<file path="src/rtl/fft_frame_ctrl.sv">
// FFT frame sequencer: gates decimated samples into the window, waits for the transform, streams bins out.
// Define FFT_PEAK_HOLD_EN to add a per-bin peak-hold array and the hold_clr input.
module fft_frame_ctrl #(
  parameter int RN   = 16,
  parameter int SIZE = 64,
  parameter int DIV  = 1,
  parameter int LAT  = 2
) (
  input  logic                    clk,
  input  logic                    reset,
  input  logic                    start,
  input  logic                    cont,
  input  logic                    abort,
  input  logic                    smpl_valid,
  output logic                    smpl_en,
  input  logic                    fft_done,
  output logic                    fft_shift,
  input  logic [RN-1:0]           fft_data,
  output logic [RN-1:0]           bin_data,
  output logic [$clog2(SIZE)-1:0] bin_idx,
  output logic                    bin_valid,
  output logic                    bin_last,
  input  logic                    bin_ready,
  output logic                    busy,
  output logic                    frame_done,
`ifdef FFT_PEAK_HOLD_EN
  input  logic                    hold_clr,
`endif
  output logic                    ovf
);

  localparam int IW = $clog2(SIZE);
  localparam int SW = $clog2(SIZE*2) + 1;
  localparam int DW = $clog2(DIV) + 1;
  localparam int LW = $clog2(LAT+1) + 1;

  localparam logic [SW-1:0] SMPL_LAST = SW'(SIZE*2 - 1);
  localparam logic [DW-1:0] DEC_LAST  = DW'(DIV - 1);
  localparam logic [LW-1:0] LAT_LAST  = LW'(LAT);
  localparam logic [IW-1:0] IDX_LAST  = IW'(SIZE - 1);

  typedef enum logic [2:0] {
    ST_IDLE      = 3'd0,
    ST_FILL      = 3'd1,
    ST_WAIT      = 3'd2,
    ST_READ_LAT  = 3'd3,
    ST_READ_HOLD = 3'd4,
    ST_DONE      = 3'd5
  } state_t;

  state_t        state_r;
  logic [SW-1:0] smpl_cnt_r;
  logic [DW-1:0] dec_cnt_r;
  logic [LW-1:0] lat_cnt_r;
  logic          arm_s;
  logic          stray_s;
  logic [RN-1:0] capture_s;

  // Frame start conditions and sample gating decoded from the current state
  always_comb begin
    arm_s   = 1'b0;
    stray_s = 1'b0;
    smpl_en = 1'b0;
    case (state_r)
      ST_IDLE: begin
        arm_s = start & ~abort;
      end
      ST_FILL: begin
        smpl_en = smpl_valid & (dec_cnt_r == DEC_LAST);
      end
      ST_WAIT, ST_READ_LAT, ST_READ_HOLD: begin
        stray_s = smpl_valid;
      end
      ST_DONE: begin
        arm_s   = cont & ~abort;
        stray_s = smpl_valid;
      end
      default: begin
        arm_s   = 1'b0;
        stray_s = 1'b0;
        smpl_en = 1'b0;
      end
    endcase
  end

`ifdef FFT_PEAK_HOLD_EN
  logic [RN-1:0] peak_r [SIZE];
  logic          hold_clr_r;

  function automatic logic [RN-1:0] umax(input logic [RN-1:0] a, input logic [RN-1:0] b);
    return (a > b) ? a : b;
  endfunction

  // Captured bin value: raw data on a clearing frame, else the running peak
  always_comb begin
    capture_s = fft_data;
    if (hold_clr_r) begin
      capture_s = fft_data;
    end else begin
      capture_s = umax(fft_data, peak_r[bin_idx]);
    end
  end

  // Peak array update on each handshake and hold_clr latch at frame arm
  always_ff @(posedge clk) begin
    if (reset) begin
      for (int i = 0; i < SIZE; i++) begin
        peak_r[i] <= '0;
      end
      hold_clr_r <= 1'b0;
    end else begin
      if (arm_s) begin
        hold_clr_r <= hold_clr;
      end
      if (!abort && state_r == ST_READ_HOLD && bin_ready) begin
        peak_r[bin_idx] <= bin_data;
      end
    end
  end
`else
  // Captured bin value is the raw datapath magnitude
  always_comb begin
    capture_s = fft_data;
  end
`endif

  // Frame sequencer: state, counters and all registered outputs
  always_ff @(posedge clk) begin
    if (reset) begin
      state_r    <= ST_IDLE;
      smpl_cnt_r <= '0;
      dec_cnt_r  <= '0;
      lat_cnt_r  <= '0;
      fft_shift  <= 1'b0;
      bin_data   <= '0;
      bin_idx    <= '0;
      bin_valid  <= 1'b0;
      bin_last   <= 1'b0;
      busy       <= 1'b0;
      frame_done <= 1'b0;
      ovf        <= 1'b0;
    end else if (abort) begin
      // ovf deliberately survives an abort
      state_r    <= ST_IDLE;
      smpl_cnt_r <= '0;
      dec_cnt_r  <= '0;
      lat_cnt_r  <= '0;
      fft_shift  <= 1'b0;
      bin_idx    <= '0;
      bin_valid  <= 1'b0;
      bin_last   <= 1'b0;
      busy       <= 1'b0;
      frame_done <= 1'b0;
    end else begin
      fft_shift  <= 1'b0;
      frame_done <= 1'b0;
      if (stray_s) begin
        ovf <= 1'b1;
      end
      case (state_r)
        ST_IDLE: begin
          if (arm_s) begin
            state_r    <= ST_FILL;
            smpl_cnt_r <= '0;
            dec_cnt_r  <= '0;
            lat_cnt_r  <= '0;
            bin_idx    <= '0;
            busy       <= 1'b1;
            ovf        <= 1'b0;
          end
        end
        ST_FILL: begin
          if (smpl_valid) begin
            if (dec_cnt_r == DEC_LAST) begin
              dec_cnt_r  <= '0;
              smpl_cnt_r <= smpl_cnt_r + 1'b1;
              if (smpl_cnt_r == SMPL_LAST) begin
                state_r <= ST_WAIT;
              end
            end else begin
              dec_cnt_r <= dec_cnt_r + 1'b1;
            end
          end
        end
        ST_WAIT: begin
          if (fft_done) begin
            state_r   <= ST_READ_LAT;
            fft_shift <= 1'b1;
            lat_cnt_r <= '0;
          end
        end
        ST_READ_LAT: begin
          if (lat_cnt_r == LAT_LAST) begin
            state_r   <= ST_READ_HOLD;
            bin_data  <= capture_s;
            bin_valid <= 1'b1;
            bin_last  <= (bin_idx == IDX_LAST);
          end else begin
            lat_cnt_r <= lat_cnt_r + 1'b1;
          end
        end
        ST_READ_HOLD: begin
          if (bin_ready) begin
            bin_valid <= 1'b0;
            bin_last  <= 1'b0;
            bin_idx   <= bin_idx + 1'b1;
            if (bin_idx == IDX_LAST) begin
              state_r    <= ST_DONE;
              frame_done <= 1'b1;
            end else begin
              state_r   <= ST_READ_LAT;
              fft_shift <= 1'b1;
              lat_cnt_r <= '0;
            end
          end
        end
        ST_DONE: begin
          bin_idx <= '0;
          if (arm_s) begin
            state_r    <= ST_FILL;
            smpl_cnt_r <= '0;
            dec_cnt_r  <= '0;
            lat_cnt_r  <= '0;
          end else begin
            state_r <= ST_IDLE;
            busy    <= 1'b0;
          end
        end
        default: begin
          state_r <= ST_IDLE;
          busy    <= 1'b0;
        end
      endcase
    end
  end

endmodule

</file>
<file path="config.mk">
export PLATFORM = sky130hd
export DESIGN_NAME = fft_frame_ctrl
export DESIGN_NICKNAME = d
export VERILOG_FILES = /design/src/rtl/fft_frame_ctrl.sv
export SDC_FILE = /design/constraint.sdc
export NUM_CORES = 1
export LEC_CHECK = 0
export CORE_MARGIN = 8
export CORE_UTILIZATION = 40
export CTS_CLUSTER_DIAMETER = 80
export DETAILED_ROUTE_END_ITERATION = 8
export GPL_ROUTABILITY_DRIVEN = 0
export PLACE_DENSITY = 0.79
export SLEW_MARGIN = 20
export SYNTH_ARGS = -nofsm -noshare
export SYNTH_HDL_FRONTEND = slang
export SYNTH_SLANG_ARGS = --single-unit
export TNS_END_PERCENT = 50
</file>
<file path="constraint.sdc">
create_clock -name clk -period 3.01 [get_ports clk]
set_clock_uncertainty 0.2 [all_clocks]
set_input_delay 0.602 -clock clk [delete_from_list [all_inputs] [get_ports clk]]
set_output_delay 0.602 -clock clk [all_outputs]
set_load 0.03 [all_outputs]
</file>
==> out/results.md <==
| Stage | Item | Reported |
|:---|:---|:---|
| cells and area | Total inserted antenna cells | 0 |
| synth | Most area-consuming cells after synthesis | sky130_fd_sc_hd__dfxtp_1 (41%), sky130_fd_sc_hd__nand2_1 (7.4%), sky130_fd_sc_hd__a21oi_1 (5.7%), sky130_fd_sc_hd__nor2_1 (5.4%), sky130_fd_sc_hd__ha_1 (4.3%) |
| synth | Largest family of logic cells by synthesized area | simple AND/OR/NAND/NOR gates |
| synth | Number of synthesized register bits | 42 |
| global routing | All-Layer GR Usage | 12.94% |
| sta | Setup violation total in the final timing report | 0 |
| place | Port Buffers | 52 |
| route | DRT iter0 DRCs | 127 |
| route | Avg WL per Cell | 13.76 um |
| global routing | Number of antenna violations at the first check in global routing | 0 |
| worst setup path | Largest fanout on the critical path | 3 |
| synth | Most instantiated flip-flop cell in the synthesis netlist | sky130_fd_sc_hd__dfxtp_1 |
| sta | Setup repair after global routing missed its margin | no |
| sta | Worst slew slack as a fraction of its limit | 44.06% |
| cells and area | Growth of design area from synthesis to finish | 33.39% |
| synth | Adder and majority gate portion of the synthesized area | 4.321% |
| global routing | Pin count of the biggest net entering global routing | 25 |
| pwr | Pwr/cell area | 368.5 mW/mm2 |
| synth | Number of synthesized flops with an enable pin | 0 |
| global routing | Wire length of the first global-routing pass | 7872 um |
| synth | Fraction of synthesized cell area in xor and xnor cells | 4.753% |
| cells and area | Final core utilization | 53.97% |
| clocking | Cts hold-fix bufs | 0 |
| die | Overall die height | 87.19 um |
| route | Total via count after detailed routing | 1912 |
| worst setup path | Worst Path Class, Setup | in -> out |
| pwr | Largest voltage drop on the vdd net | 0.2407 mV |
| route | Remaining antenna violation count | 0 |
| place | HPWL after detailed placement | 3792 um |
| synth | Syn Nets | 278 |
| sta | Number of pins exceeding their max-slew limit in the final report | 0 |
| clocking | Post-CTS setup repair buffer count | 0 |
| synth | Mux contribution to synthesized area | 0.4938% |
| clocking | CTS tree | yes |
| synth | Basic-gate share of the synthesized area counting and, or, nand and nor cells | 26.23% |
| synth | Synthesized area per cell | 8.206 um2 |
| clocking | Number of buffers created by CTS | 5 |
| worst setup path | Kind of end point of the critical path | output pin |
| job | Max-cap violations | 0 |
| global routing | Congestion Overflow GR | 0 |
| synth | Cell taking the most area after synthesis | sky130_fd_sc_hd__dfxtp_1 |
| cells and area | Fraction of layout cells with a size suffix above 1 | 7.309% |
| worst setup path | Worst Path Arrival | 1980 ps |
| sta | Slew at the pin closest to its max-slew limit | 826.0 ps |
| route | Mean number of vias per cell | 5.154 |
| die | Effective utilization at floorplan | 40.46% |
| sta | Final setup slack of the worst path | 227.8 ps |
| sta | Share of the cycle needed by the critical path after routing | 92.43% |
| route | Post-detailed-routing wire length | 5105 um |
| route | Total DRC errors in the routed layout | 0 |
| synth | Most common library cells after synthesis | sky130_fd_sc_hd__dfxtp_1 (42), sky130_fd_sc_hd__nand2_1 (40), sky130_fd_sc_hd__nor2_1 (29) |
| clocking | Clock slew seen by the registers of the worst setup and hold paths | 80 ps |
| worst hold path | Class of the most critical hold timing path | reg -> reg |
| run status | Status | finished clean |
| synth | Share of the synthesized area in the top cell type | 41.48% |
| synth | Area of the mapped netlist | 0.002027 mm2 |
| synth | Portion of the post-synthesis area used by sequential elements | 41.48% |
| worst setup path | Worst EP required | 2210 ps |
| die | Placeable core region | 0.005010 mm2 |
| worst setup path | Type of origin of the critical path | primary input |
| clocking | Number of cells upsized or downsized after cts | 0 |
| synth | Count of mapped cells out of synthesis | 247 |
| sta | Max Clk Rate | 359.4 MHz |
| clocking | Largest buffer count on any clock path | 2 |
| die | Width of the die | 87.19 um |
| synth | Share of async-settable or async-resettable flops after synthesis | 0% |
| global routing | Number of global-route vias before repair | 1660 |
| die | Area of the die | 0.007601 mm2 |
| synth | Number of warning messages in the yosys log | 0 |
| sta | Final critical path time including I/O delays and setup | 2782 ps |
| sta | Count of final hold-check violations | 0 |
| synth | Synth Area in Compound Gates | 18.33% |
| clocking | Clock tree root buffer cell | sky130_fd_sc_hd__clkbuf_8 |
| synth | Synth cell types | 49 |
| pwr | Pleak | 0.9401 nW |
| place | Place WS | 229.6 ps |
| sta | Total Negative Setup Slacks | 0 ps |
| die | Standard-cell row count | 26 |
| die | Number of ports placed on the die boundary | 53 |
| clocking | Maximum level of the CTS H-tree | 2 |
| clocking | Sinks on the clock net | 42 |
| synth | Most frequent cell after synthesis | sky130_fd_sc_hd__dfxtp_1 |
| route | First-pass iteration count of the detailed router | 4 |
| clocking | Insertion delay to the later sink of the worst-skew pair | 290 ps |
| cells and area | Final Net Count | 332 |
## worst max-delay path, cell delays in order
cell and delay (ps):
sky130_fd_sc_hd__clkdlybuf4s50_1 470, sky130_fd_sc_hd__and3_1 210, sky130_fd_sc_hd__clkdlybuf4s50_1 690
## through the flow
step | hold WS, ps | instance area (um2) | total power [mW] | cells
floorplan | 268.7 | 2027 | 0.6181 | 247
global placement | 241.9 | 2625 | 0.6664 | 364
detailed placement | 247.8 | 2625 | 0.6673 | 364
CTS | 258.2 | 2704 | 1.006 | 371
global route | 268.6 | 2704 | 1.038 | 371
finish | 256.5 | 2704 | 0.9962 | 371
## final timing paths
kind / startpoint / to / slack [ps] / cells past startpoint
setup / recovery: smpl_valid / smpl_en / 230 / 3
hold / removal: bin_data[3]$_SDFFE_PP0P_ / bin_data[3]$_SDFFE_PP0P_ / 260 / 2
setup reg to reg: state_r[2]$_SDFFE_PP0P_ / lat_cnt_r[2]$_SDFFE_PP0P_ / 810 / 8
hold reg to reg: bin_data[3]$_SDFFE_PP0P_ / bin_data[3]$_SDFFE_PP0P_ / 260 / 2
## routing by layer
metal	vias to the layer above	part of all wire, %	track usage [%]
li1	975	-	-
met1	863	47	16.59
met2	68	44	20.47
met3	6	8.2	3.962
met4	0	0.82	3.281
met5	-	0	0
## sequential cells by signal, indices dropped and copies added, names as in the netlist
signal      count
bin_data       16
bin_idx         6
bin_last        1
bin_valid       1
busy            1
fft_shift       1
frame_done      1
lat_cnt_r       3
ovf             1
smpl_cnt_r      8
state_r         3
## cells by family (layout without fill, tap and decap cells)
| family | after synthesis | after routing |
|---|---|---|
| AOI/OAI and AO/OA | 54 | 54 |
| DFF | 42 | 42 |
| muxes | 1 | 1 |
| buffers and inverters | 19 | 73 |
| adders and majority gates | 7 | 7 |
| xor gates and xnor gates | 11 | 11 |
| and+or+nand+nor | 113 | 113 |
## power breakdown
group | total (mW) | internal (mW) | switching (mW)
Combinational | 0.0970 | 0.0479 | 0.0491
Clock | 0.341 | 0.156 | 0.185
Sequential | 0.559 | 0.557 | 0.00154
Total | 0.996 | 0.761 | 0.236
## cell type report
cell class                      count  area (um2)
Clock buffer                        5       68.82
Timing Repair Buffer               59       573.1
Tap cell                           70       87.58
Multi-Input combinational cell    186        1097
Inverter                            7       26.28
Sequential cell                    42       840.8
Clock inverter                      2       10.01
Fill cell                         486        2306
## cells in the final DEF (no fill, tap or decap), types with 2 or more instances in the layout
master	synthesis	layout
sky130_fd_sc_hd__clkdlybuf4s50_1	0	52
sky130_fd_sc_hd__dfxtp_1	42	42
sky130_fd_sc_hd__nand2_1	40	40
sky130_fd_sc_hd__nor2_1	29	29
sky130_fd_sc_hd__a21oi_1	23	23
sky130_fd_sc_hd__xor2_1	10	10
sky130_fd_sc_hd__nand4_1	9	9
sky130_fd_sc_hd__nand3_1	8	8
sky130_fd_sc_hd__inv_1	7	7
sky130_fd_sc_hd__ha_1	7	7
sky130_fd_sc_hd__buf_4	2	7
sky130_fd_sc_hd__and3_1	6	6
sky130_fd_sc_hd__o21ai_0	6	6
sky130_fd_sc_hd__clkbuf_8	0	5
sky130_fd_sc_hd__nor3_1	4	4
sky130_fd_sc_hd__nor2b_1	3	3
sky130_fd_sc_hd__o311ai_0	3	3
sky130_fd_sc_hd__nand2b_1	2	2
sky130_fd_sc_hd__or2_2	2	2
sky130_fd_sc_hd__a31oi_1	2	2
sky130_fd_sc_hd__nand3b_1	2	2
sky130_fd_sc_hd__nand4b_1	2	2
sky130_fd_sc_hd__o211ai_1	2	2
sky130_fd_sc_hd__o31ai_1	2	2
sky130_fd_sc_hd__clkinv_2	0	2
(Power assumes the default switching activity.)
